`src/rtl/uart_baud_gen_if.sv`:
```
// Control and strobe bundle between the baud generator and the UART TX/RX engines.
// The master drives enable, phase sync and divisor writes; the slave returns the ticks.
`timescale 1ns/1ps
interface uart_baud_gen_if #(
    parameter int DIV_W = 16
);
    logic             en;
    logic             sync;
    logic             div_wr;
    logic [DIV_W-1:0] div_in;
    logic [DIV_W-1:0] div_out;
    logic             tick_16x;
    logic             tick_mid;
    logic             tick_1x;

    modport master (
        output en, sync, div_wr, div_in,
        input  div_out, tick_16x, tick_mid, tick_1x
    );

    modport slave (
        input  en, sync, div_wr, div_in,
        output div_out, tick_16x, tick_mid, tick_1x
    );
endinterface

```
`src/rtl/uart_baud_gen.sv`:
```
// Baud tick generator: 16x oversample, mid-bit and bit-end strobes from a programmable
// divisor, with glitch-free divisor switching at period boundaries and phase resync.
`timescale 1ns/1ps
module uart_baud_gen #(
    parameter int CLK_FREQ     = 11059200,
    parameter int DEFAULT_BAUD = 115200,
    parameter int DIV_W        = 16,
    parameter int DEFAULT_DIV  = CLK_FREQ / (16 * DEFAULT_BAUD)
) (
    input  logic            clk,
    input  logic            rst,
    uart_baud_gen_if.slave  bus
);
    localparam logic [DIV_W-1:0] DEF_DIV = DIV_W'(DEFAULT_DIV);

    logic [DIV_W-1:0] div_act_reg,  div_act_next;
    logic [DIV_W-1:0] div_pend_reg, div_pend_next;
    logic             pend_v_reg,   pend_v_next;
    logic [DIV_W-1:0] cnt_reg,      cnt_next;
    logic [3:0]       os_reg,       os_next;
    logic             tick_16x_reg, tick_16x_next;
    logic             tick_mid_reg, tick_mid_next;
    logic             tick_1x_reg,  tick_1x_next;

    logic [DIV_W-1:0] div_new;
    logic [DIV_W-1:0] reload;
    logic             apply;

    // A write on an applying edge bypasses the pending register so it takes effect at once.
    assign div_new = bus.div_wr ? bus.div_in : (pend_v_reg ? div_pend_reg : div_act_reg);
    assign apply   = !bus.en || bus.sync || (cnt_reg == '0);
    // Divisor 0 behaves as 1; every reload is an applying edge, so it uses div_new.
    assign reload  = (div_new == '0) ? '0 : div_new - DIV_W'(1);

    always_comb begin
        div_act_next  = div_act_reg;
        div_pend_next = div_pend_reg;
        pend_v_next   = pend_v_reg;
        cnt_next      = cnt_reg;
        os_next       = os_reg;
        tick_16x_next = 1'b0;
        tick_mid_next = 1'b0;
        tick_1x_next  = 1'b0;

        if (bus.div_wr) begin
            div_pend_next = bus.div_in;
            pend_v_next   = 1'b1;
        end
        if (apply) begin
            div_act_next = div_new;
            pend_v_next  = 1'b0;
        end

        if (!bus.en || bus.sync) begin
            cnt_next = reload;
            os_next  = 4'd0;
        end else if (cnt_reg == '0) begin
            cnt_next      = reload;
            os_next       = os_reg + 4'd1;
            tick_16x_next = 1'b1;
            tick_mid_next = (os_reg == 4'd7);
            tick_1x_next  = (os_reg == 4'd15);
        end else begin
            cnt_next = cnt_reg - DIV_W'(1);
        end
    end

    always_ff @(posedge clk or negedge rst) begin
        if (!rst) begin
            div_act_reg  <= DEF_DIV;
            div_pend_reg <= DEF_DIV;
            pend_v_reg   <= 1'b0;
            cnt_reg      <= DEF_DIV - DIV_W'(1);
            os_reg       <= 4'd0;
            tick_16x_reg <= 1'b0;
            tick_mid_reg <= 1'b0;
            tick_1x_reg  <= 1'b0;
        end else begin
            div_act_reg  <= div_act_next;
            div_pend_reg <= div_pend_next;
            pend_v_reg   <= pend_v_next;
            cnt_reg      <= cnt_next;
            os_reg       <= os_next;
            tick_16x_reg <= tick_16x_next;
            tick_mid_reg <= tick_mid_next;
            tick_1x_reg  <= tick_1x_next;
        end
    end

    assign bus.div_out  = div_act_reg;
    assign bus.tick_16x = tick_16x_reg;
    assign bus.tick_mid = tick_mid_reg;
    assign bus.tick_1x  = tick_1x_reg;
endmodule

```
`src/flat_wrapper.sv`:
```
// flat-port wrapper written by rule: the top's interface ports become plain ports
module uart_baud_gen_flat 
#(
    parameter int CLK_FREQ     = 11059200,
    parameter int DEFAULT_BAUD = 115200,
    parameter int DIV_W        = 16,
    parameter int DEFAULT_DIV  = CLK_FREQ / (16 * DEFAULT_BAUD)
)
  (clk, rst, bus_en, bus_sync, bus_div_wr, bus_div_in, bus_div_out, bus_tick_16x, bus_tick_mid, bus_tick_1x);
  uart_baud_gen_if #(.DIV_W(DIV_W)) bus_i ();
  input  logic clk;
  input  logic rst;
  input wire logic [$bits(bus_i.en)-1:0] bus_en;
  input wire logic [$bits(bus_i.sync)-1:0] bus_sync;
  input wire logic [$bits(bus_i.div_wr)-1:0] bus_div_wr;
  input wire logic [$bits(bus_i.div_in)-1:0] bus_div_in;
  output wire logic [$bits(bus_i.div_out)-1:0] bus_div_out;
  output wire logic [$bits(bus_i.tick_16x)-1:0] bus_tick_16x;
  output wire logic [$bits(bus_i.tick_mid)-1:0] bus_tick_mid;
  output wire logic [$bits(bus_i.tick_1x)-1:0] bus_tick_1x;
  assign bus_i.en = bus_en;
  assign bus_i.sync = bus_sync;
  assign bus_i.div_wr = bus_div_wr;
  assign bus_i.div_in = bus_div_in;
  assign bus_div_out = bus_i.div_out;
  assign bus_tick_16x = bus_i.tick_16x;
  assign bus_tick_mid = bus_i.tick_mid;
  assign bus_tick_1x = bus_i.tick_1x;
  uart_baud_gen #(.CLK_FREQ(CLK_FREQ), .DEFAULT_BAUD(DEFAULT_BAUD), .DIV_W(DIV_W), .DEFAULT_DIV(DEFAULT_DIV)) u_core (.clk(clk), .rst(rst), .bus(bus_i));
endmodule
```
`config.mk`:
```
export PLATFORM = sky130hd
export DESIGN_NAME = uart_baud_gen_flat
export DESIGN_NICKNAME = d
export VERILOG_FILES = /design/src/rtl/uart_baud_gen_if.sv /design/src/rtl/uart_baud_gen.sv /design/src/flat_wrapper.sv
export SDC_FILE = /design/constraint.sdc
export NUM_CORES = 1
export LEC_CHECK = 0
export ABC_AREA = 1
export CAP_MARGIN = 10
export CORE_MARGIN = 3
export CORE_UTILIZATION = 35
export DETAILED_ROUTE_END_ITERATION = 10
export SLEW_MARGIN = 10
export SYNTH_ARGS = -nofsm -noshare
export SYNTH_HDL_FRONTEND = slang
export SYNTH_SLANG_ARGS = --single-unit
```
`constraint.sdc`:
```
create_clock -name clk -period 2 [get_ports clk]
set_clock_uncertainty 0.15 [all_clocks]
set_input_delay 0.4 -clock clk [delete_from_list [all_inputs] [get_ports clk]]
set_output_delay 0.4 -clock clk [all_outputs]
set_load 0.02 [all_outputs]
```
== After elaboration in Yosys (flattened, before gate mapping) ==
Index checks and enable logic that the tools add are counted.

* Flip-flop bits (word level): 56
* Input bits: 21
* Output and inout bits: 19
* Word-level logic and storage cells: 35

* $add $sub $neg: 3
* Eq/ne operators: 2
* Multiplexer cells: 15
* Reductions and logical operators: 7

{| class="wikitable"
|+ Operators by type and width
! cell !! number
|-
| 16-bit 2-to-1 mux || 5
|-
| 16-bit logical NOT || 2
|-
| 16-bit by 1-bit subtractor with 16-bit output (second input constant) || 2
|-
| 1-bit 2-to-1 mux || 8
|-
| 4-bit 2-to-1 mux || 2
|-
| 4-bit by 1-bit adder with 4-bit output (second input constant) || 1
|-
| 4-bit by 3-bit equality test with 1-bit output (second input constant) || 1
|-
| 4-bit equality test (second input constant) || 1
|-
| 2-bit nonzero test || 2
|-
| 1-bit logical OR || 2
|-
| 1-bit logical NOT || 1
|}

== Depth between registers and ports, before layout ==
* Word-level depth: 6
* Mapped depth: 16

== Worst setup path after synthesis ==
Ideal clock, no wire load.

* Kind: flip-flop to flip-flop
* Start point: register u_core.pend_v_reg
* End point: register u_core.cnt_reg[12]
* Data arrival time: 1.801 ns
* Setup slack: -0.079 ns
* Cell stages (with the launch flop): 14
* Path buffers: 3
* Clock period less this slack: 2.079 ns
* Cells stage by stage: dfrtp_1 -> buf_6 -> inv_4 -> buf_6 -> nand2_1 -> nand2_1 -> a21boi_4 -> ha_1 -> nand3_2 -> nor2_1 -> nand3_2 -> nand2_4 -> buf_12 -> o22ai_2

* Longest elaborated chain between the ends: 6
* Elaborated cells between the ends (all ways): 7

{| class="wikitable"
|+ RTL lines
! element !! line !! text
|-
| from (decl) || uart_baud_gen.sv:18 || <nowiki>logic pend_v_reg, pend_v_next;</nowiki>
|-
| from (signal assigned) || uart_baud_gen.sv:81 || <nowiki>pend_v_reg <= pend_v_next;</nowiki>
|-
| 16-bit 2-to-1 mux (*) (2 in series) || uart_baud_gen.sv:30 || <nowiki>assign div_new = bus.div_wr ? bus.div_in : (pend_v_reg ? div_pend_reg : div_act_reg);</nowiki>
|-
| 16-bit by 1-bit subtractor with 16-bit output / 16-bit logical NOT (equally long branches) || uart_baud_gen.sv:33 || <nowiki>assign reload = (div_new == '0) ? '0 : div_new - DIV_W'(1);</nowiki>
|-
| 16-bit 2-to-1 mux (*) || uart_baud_gen.sv:33 ||
|-
| 16-bit 2-to-1 mux || uart_baud_gen.sv:57 || <nowiki>end else if (cnt_reg == '0) begin</nowiki>
|-
| 16-bit 2-to-1 mux (*) || uart_baud_gen.sv:54 || <nowiki>if (!bus.en || bus.sync) begin</nowiki>
|-
| via u_core.cnt_next[12] || uart_baud_gen.sv:19 || <nowiki>logic [DIV_W-1:0] cnt_reg, cnt_next;</nowiki>
|-
| to (signal assigned) || uart_baud_gen.sv:73 || <nowiki>cnt_reg <= DEF_DIV - DIV_W'(1);</nowiki>
|-
| to (signal assigned) || uart_baud_gen.sv:82 || <nowiki>cnt_reg <= cnt_next;</nowiki>
|-
| to (decl) || uart_baud_gen.sv:19 ||
|}

Mark *: on every way through the listed nets, which the timed path passes. The rest lies on a longest branch.
A chain may end at the register's enable or synchronous reset.

== Final worst setup path ==
* Start point: register u_core.pend_v_reg
* End point: register u_core.cnt_reg[5]

The elaborated chain is that of the path after synthesis.

==> impl_metrics.env <==
export IMPL_crit_buf_inv=2
export IMPL_number_of_violations_of_the_max_capacitance_limit=0
export IMPL_viasPerCell=4.53
export IMPL_timing_critical_path_from_type="register"
export IMPL_peakVddDrop_mv=0.399
export IMPL_detail_route_iter0_violations=110
export IMPL_async_flop_share=1.00
export IMPL_run_status="finished, violations left"
export IMPL_synth_top_area_cell="sky130_fd_sc_hd__dfrtp_1"
export IMPL_relSlewSlack=0.706
export IMPL_place_port_buffers=39
export IMPL_timing_final_crit_share=1.02
export IMPL_count_of_state_elements_after_synthesis=56
export IMPL_synth_edff_count=0
export IMPL_clk_path_buf_depth=2
export IMPL_clk_latency_ns=0.31
export IMPL_routed_wl_met2_mm=3.98
export IMPL_layout_nets=567
export IMPL_leakagePower_nw=2.26
export IMPL_finalCoreUtilization=0.504
export IMPL_most_frequent_cell_after_synthesis="sky130_fd_sc_hd__nand2_1"
export IMPL_die_x_um=104
export IMPL_cts_made_buffers=5
export IMPL_syn_num_nets=461
export IMPL_vias_in_the_first_global_route=3048
export IMPL_setup_tns_ns=-0.223
export IMPL_cts_sinks=56
export IMPL_setup_repair_after_global_routing_missed_its_margin="true"
export IMPL_drt_wl_total_mm=8.15
export IMPL_design_portCount=40
export IMPL_clk_pin_slew_worst_paths_ns=0.11
export IMPL_final_worst_setup_slack_ns=-0.0409
export IMPL_grt_start_max_net_pins=30
export IMPL_critical_path_max_stage_delay_ns=0.49
export IMPL_fmaxAchievable_ghz=0.490
export IMPL_diodes=0
export IMPL_timing_hold_violations_final=0
export IMPL_synth_yosys_seq_area_share=0.419
export IMPL_finalWorstPathRequiredPeriod_ns=2.04
export IMPL_highest_net_fanout_along_the_worst_path=11
export IMPL_number_of_nets_still_failing_antenna_checks_after_routing=0
export IMPL_die_area_mm2=0.0108
export IMPL_final_gp_congestion=0.894
export IMPL_clock_tree_htree_level_count=2
export IMPL_grt_overflow_total=0
export IMPL_synthTopCellsByCount="sky130_fd_sc_hd__nand2_1, sky130_fd_sc_hd__dfrtp_1, sky130_fd_sc_hd__nor2_1"
export IMPL_crit_type="reg -> reg"
export IMPL_drtPass1Iterations=4
export IMPL_die_height_um=104
export IMPL_synthDistinctLibCells=39
export IMPL_place_hpwl_mm=6.36
export IMPL_data_arrival_time_of_the_worst_path_ns=2.07
export IMPL_n_fill_cell=936
export IMPL_m1WireLength_mm=3.84
export IMPL_slew_violations=0
export IMPL_failed_checks="setup timing"
export IMPL_remaining_drc_errors=0
export IMPL_initial_utilization=0.362
export IMPL_finalSetupViolations=9
export IMPL_timing_critical_path_slowest_stage_cell="sky130_fd_sc_hd__dfrtp_2"
export IMPL_globalRouteTotalUtil=0.154
export IMPL_worst_pin_slew_ns=0.441
export IMPL_worstHoldPathType="reg -> reg"
export IMPL_drive_gt1_frac=0.306
export IMPL_yosys_warnings=0
export IMPL_fp_coreArea_mm2=0.00928
export IMPL_num_rows=35
export IMPL_yosys_most_used_dff="sky130_fd_sc_hd__dfrtp_1"
export IMPL_avgRoutedWirePerCell_um=12.1
export IMPL_critPathCaptureType="register"
export IMPL_worst_ep_required_time_ns=2.03
export IMPL_area_delta_synth_final_pct=39.2
export IMPL_cts_root_buf="sky130_fd_sc_hd__clkbuf_8"
export IMPL_synth_avg_cell_area_um2=7.72
export IMPL_power_density_mw_per_mm2=687
export IMPL_detailroute_via_count=3042
export IMPL_critical_path_cell_chain="buf_12, nand2_1, nand2_2, a21boi_4, nand3_4, nor2_4, nand3_4, nand2_4, buf_12, o22ai_2"
export IMPL_synthesis_area_mm2=0.00336
export IMPL_cp_top_family="simple AND/OR/NAND/NOR gates"
export IMPL_synth_top_cells_by_area="sky130_fd_sc_hd__dfrtp_1, sky130_fd_sc_hd__nand2_1, sky130_fd_sc_hd__dfstp_2"
export IMPL_netlist_instances=436
export IMPL_route_met3_wl_um=179
export IMPL_tritoncts_clock_tree="done"
export IMPL_dr_max_layer_used="met4"
export IMPL_initial_antenna_violation_count=0
export IMPL_synth_top_area_frac=0.372
export IMPL_grt_pass1_wl_mm=14.0
==> tightest hold or removal path: stages, from the launching register on <==
cell and delay (ns):
sky130_fd_sc_hd__dfstp_2 0.38, sky130_fd_sc_hd__nand2_1 0.05, sky130_fd_sc_hd__nand2_1 0.04
==> report_power, final <==
| group | switching [W] | total [W] | internal (W) | leakage [nW] |
|---|---|---|---|---|
| Clock | 0.000380 | 0.000758 | 0.000378 | 0.0548 |
| Combinational | 0.000585 | 0.00109 | 0.000504 | 1.52 |
| Sequential | 0.0000993 | 0.00137 | 0.00127 | 0.688 |
==> timing repair <==
item,CTS,global route
gates resized for setup,5,43
cloned,0,1
setup endpoints to repair,18,33
hold endpoints to repair,12,0
pin swaps,4,7
hold buffers,1,0
buffers inserted,0,4
==> cell type report <==
| type | instances | area (um^2) | share of cell area |
|---|---|---|---|
| Sequential cell | 56 | 1410 | 0.301 |
| Clock buffer | 5 | 68.8 | 0.0147 |
| Tap cell | 129 | 161 | 0.0345 |
| Timing Repair Buffer | 113 | 1010 | 0.215 |
| Inverter | 31 | 126 | 0.0270 |
| Multi-Input combinational cell | 335 | 1860 | 0.398 |
| Clock inverter | 3 | 46.3 | 0.00989 |
==> routing by layer <==
metal | vias up | GRT usage
met5 | - | 0
met2 | 40 | 0.259
met1 | 1408 | 0.207
li1 | 1583 | -
met3 | 11 | 0.0236
met4 | 0 | 0.0427
==> stage by stage <==
step / instance area, um^2 / std cells / setup slack [ns] / hold WS [ns] / power [W]
6_report: 4680 / 672 / -0.0409 / 0.322 / 0.00322
5_1_grt: 4680 / 672 / -0.134 / 0.361 / 0.00343
4_1_cts: 4490 / 667 / 0.00195 / 0.325 / 0.00319
3_5_place_dp: 4360 / 658 / -0.491 / 0.219 / 0.00241
3_3_place_gp: 4360 / 658 / -0.437 / 0.215 / 0.00240
2_1_floorplan: 3400 / 436 / -0.0201 / -0.0456 / 0.00197
==> cell usage in the layout (no fill, tap or decap), types with 3 or more instances in the layout <==
master and n:
sky130_fd_sc_hd__inv_1 25, sky130_fd_sc_hd__o22ai_2 7, sky130_fd_sc_hd__clkdlybuf4s50_1 35, sky130_fd_sc_hd__o21ai_1 8, sky130_fd_sc_hd__xor2_1 13, sky130_fd_sc_hd__dfrtp_1 49, sky130_fd_sc_hd__nand3_4 3, sky130_fd_sc_hd__nand2_2 21
sky130_fd_sc_hd__buf_12 3, sky130_fd_sc_hd__a21oi_1 3, sky130_fd_sc_hd__nor2_4 8, sky130_fd_sc_hd__o21ai_0 8, sky130_fd_sc_hd__xnor2_1 5, sky130_fd_sc_hd__buf_6 3, sky130_fd_sc_hd__nand2_4 5, sky130_fd_sc_hd__a21oi_2 4
sky130_fd_sc_hd__inv_2 3, sky130_fd_sc_hd__o21ai_2 4, sky130_fd_sc_hd__clkbuf_8 5, sky130_fd_sc_hd__ha_1 3, sky130_fd_sc_hd__dfstp_2 6, sky130_fd_sc_hd__buf_4 66, sky130_fd_sc_hd__dlygate4sd2_1 3, sky130_fd_sc_hd__nor3_1 4
sky130_fd_sc_hd__nand2_1 175, sky130_fd_sc_hd__nand3_1 10, sky130_fd_sc_hd__nor2_2 11, sky130_fd_sc_hd__nor2_1 22, sky130_fd_sc_hd__nand4_1 4
==> path summary, 6_finish.rpt <==
| path | start | endpoint | slack [ns] | depth (start not counted) |
|---|---|---|---|---|
| hold reg to reg | u_core.div_pend_reg[2]$_DFFE_PN1P_ | u_core.div_pend_reg[2]$_DFFE_PN1P_ | 0.32 | 2 |
| max in group asynchronous | rst | u_core.pend_v_reg$_DFFE_PN0P_ | 0.66 | 3 |
| setup reg to reg | u_core.pend_v_reg$_DFFE_PN0P_ | u_core.cnt_reg[5]$_DFF_PN0_ | -0.04 | 10 |
| min in group asynchronous | rst | u_core.bus.div_out[3]$_DFFE_PN0N_ | 0.41 | 2 |
| hold / removal | u_core.div_pend_reg[2]$_DFFE_PN1P_ | u_core.div_pend_reg[2]$_DFFE_PN1P_ | 0.32 | 2 |
| setup / recovery | u_core.pend_v_reg$_DFFE_PN0P_ | u_core.cnt_reg[5]$_DFF_PN0_ | -0.04 | 10 |
==> logic make-up after synthesis <==
family	synth area share
AOI/OAI and AO/OA	0.106
xor gates and xnor gates	0.0469
adders and majority gates	0.0149
buffers and inverters	0.0751
DFF	0.419
and+or+nand+nor	0.339
Power figures use the tool's default switching activity.
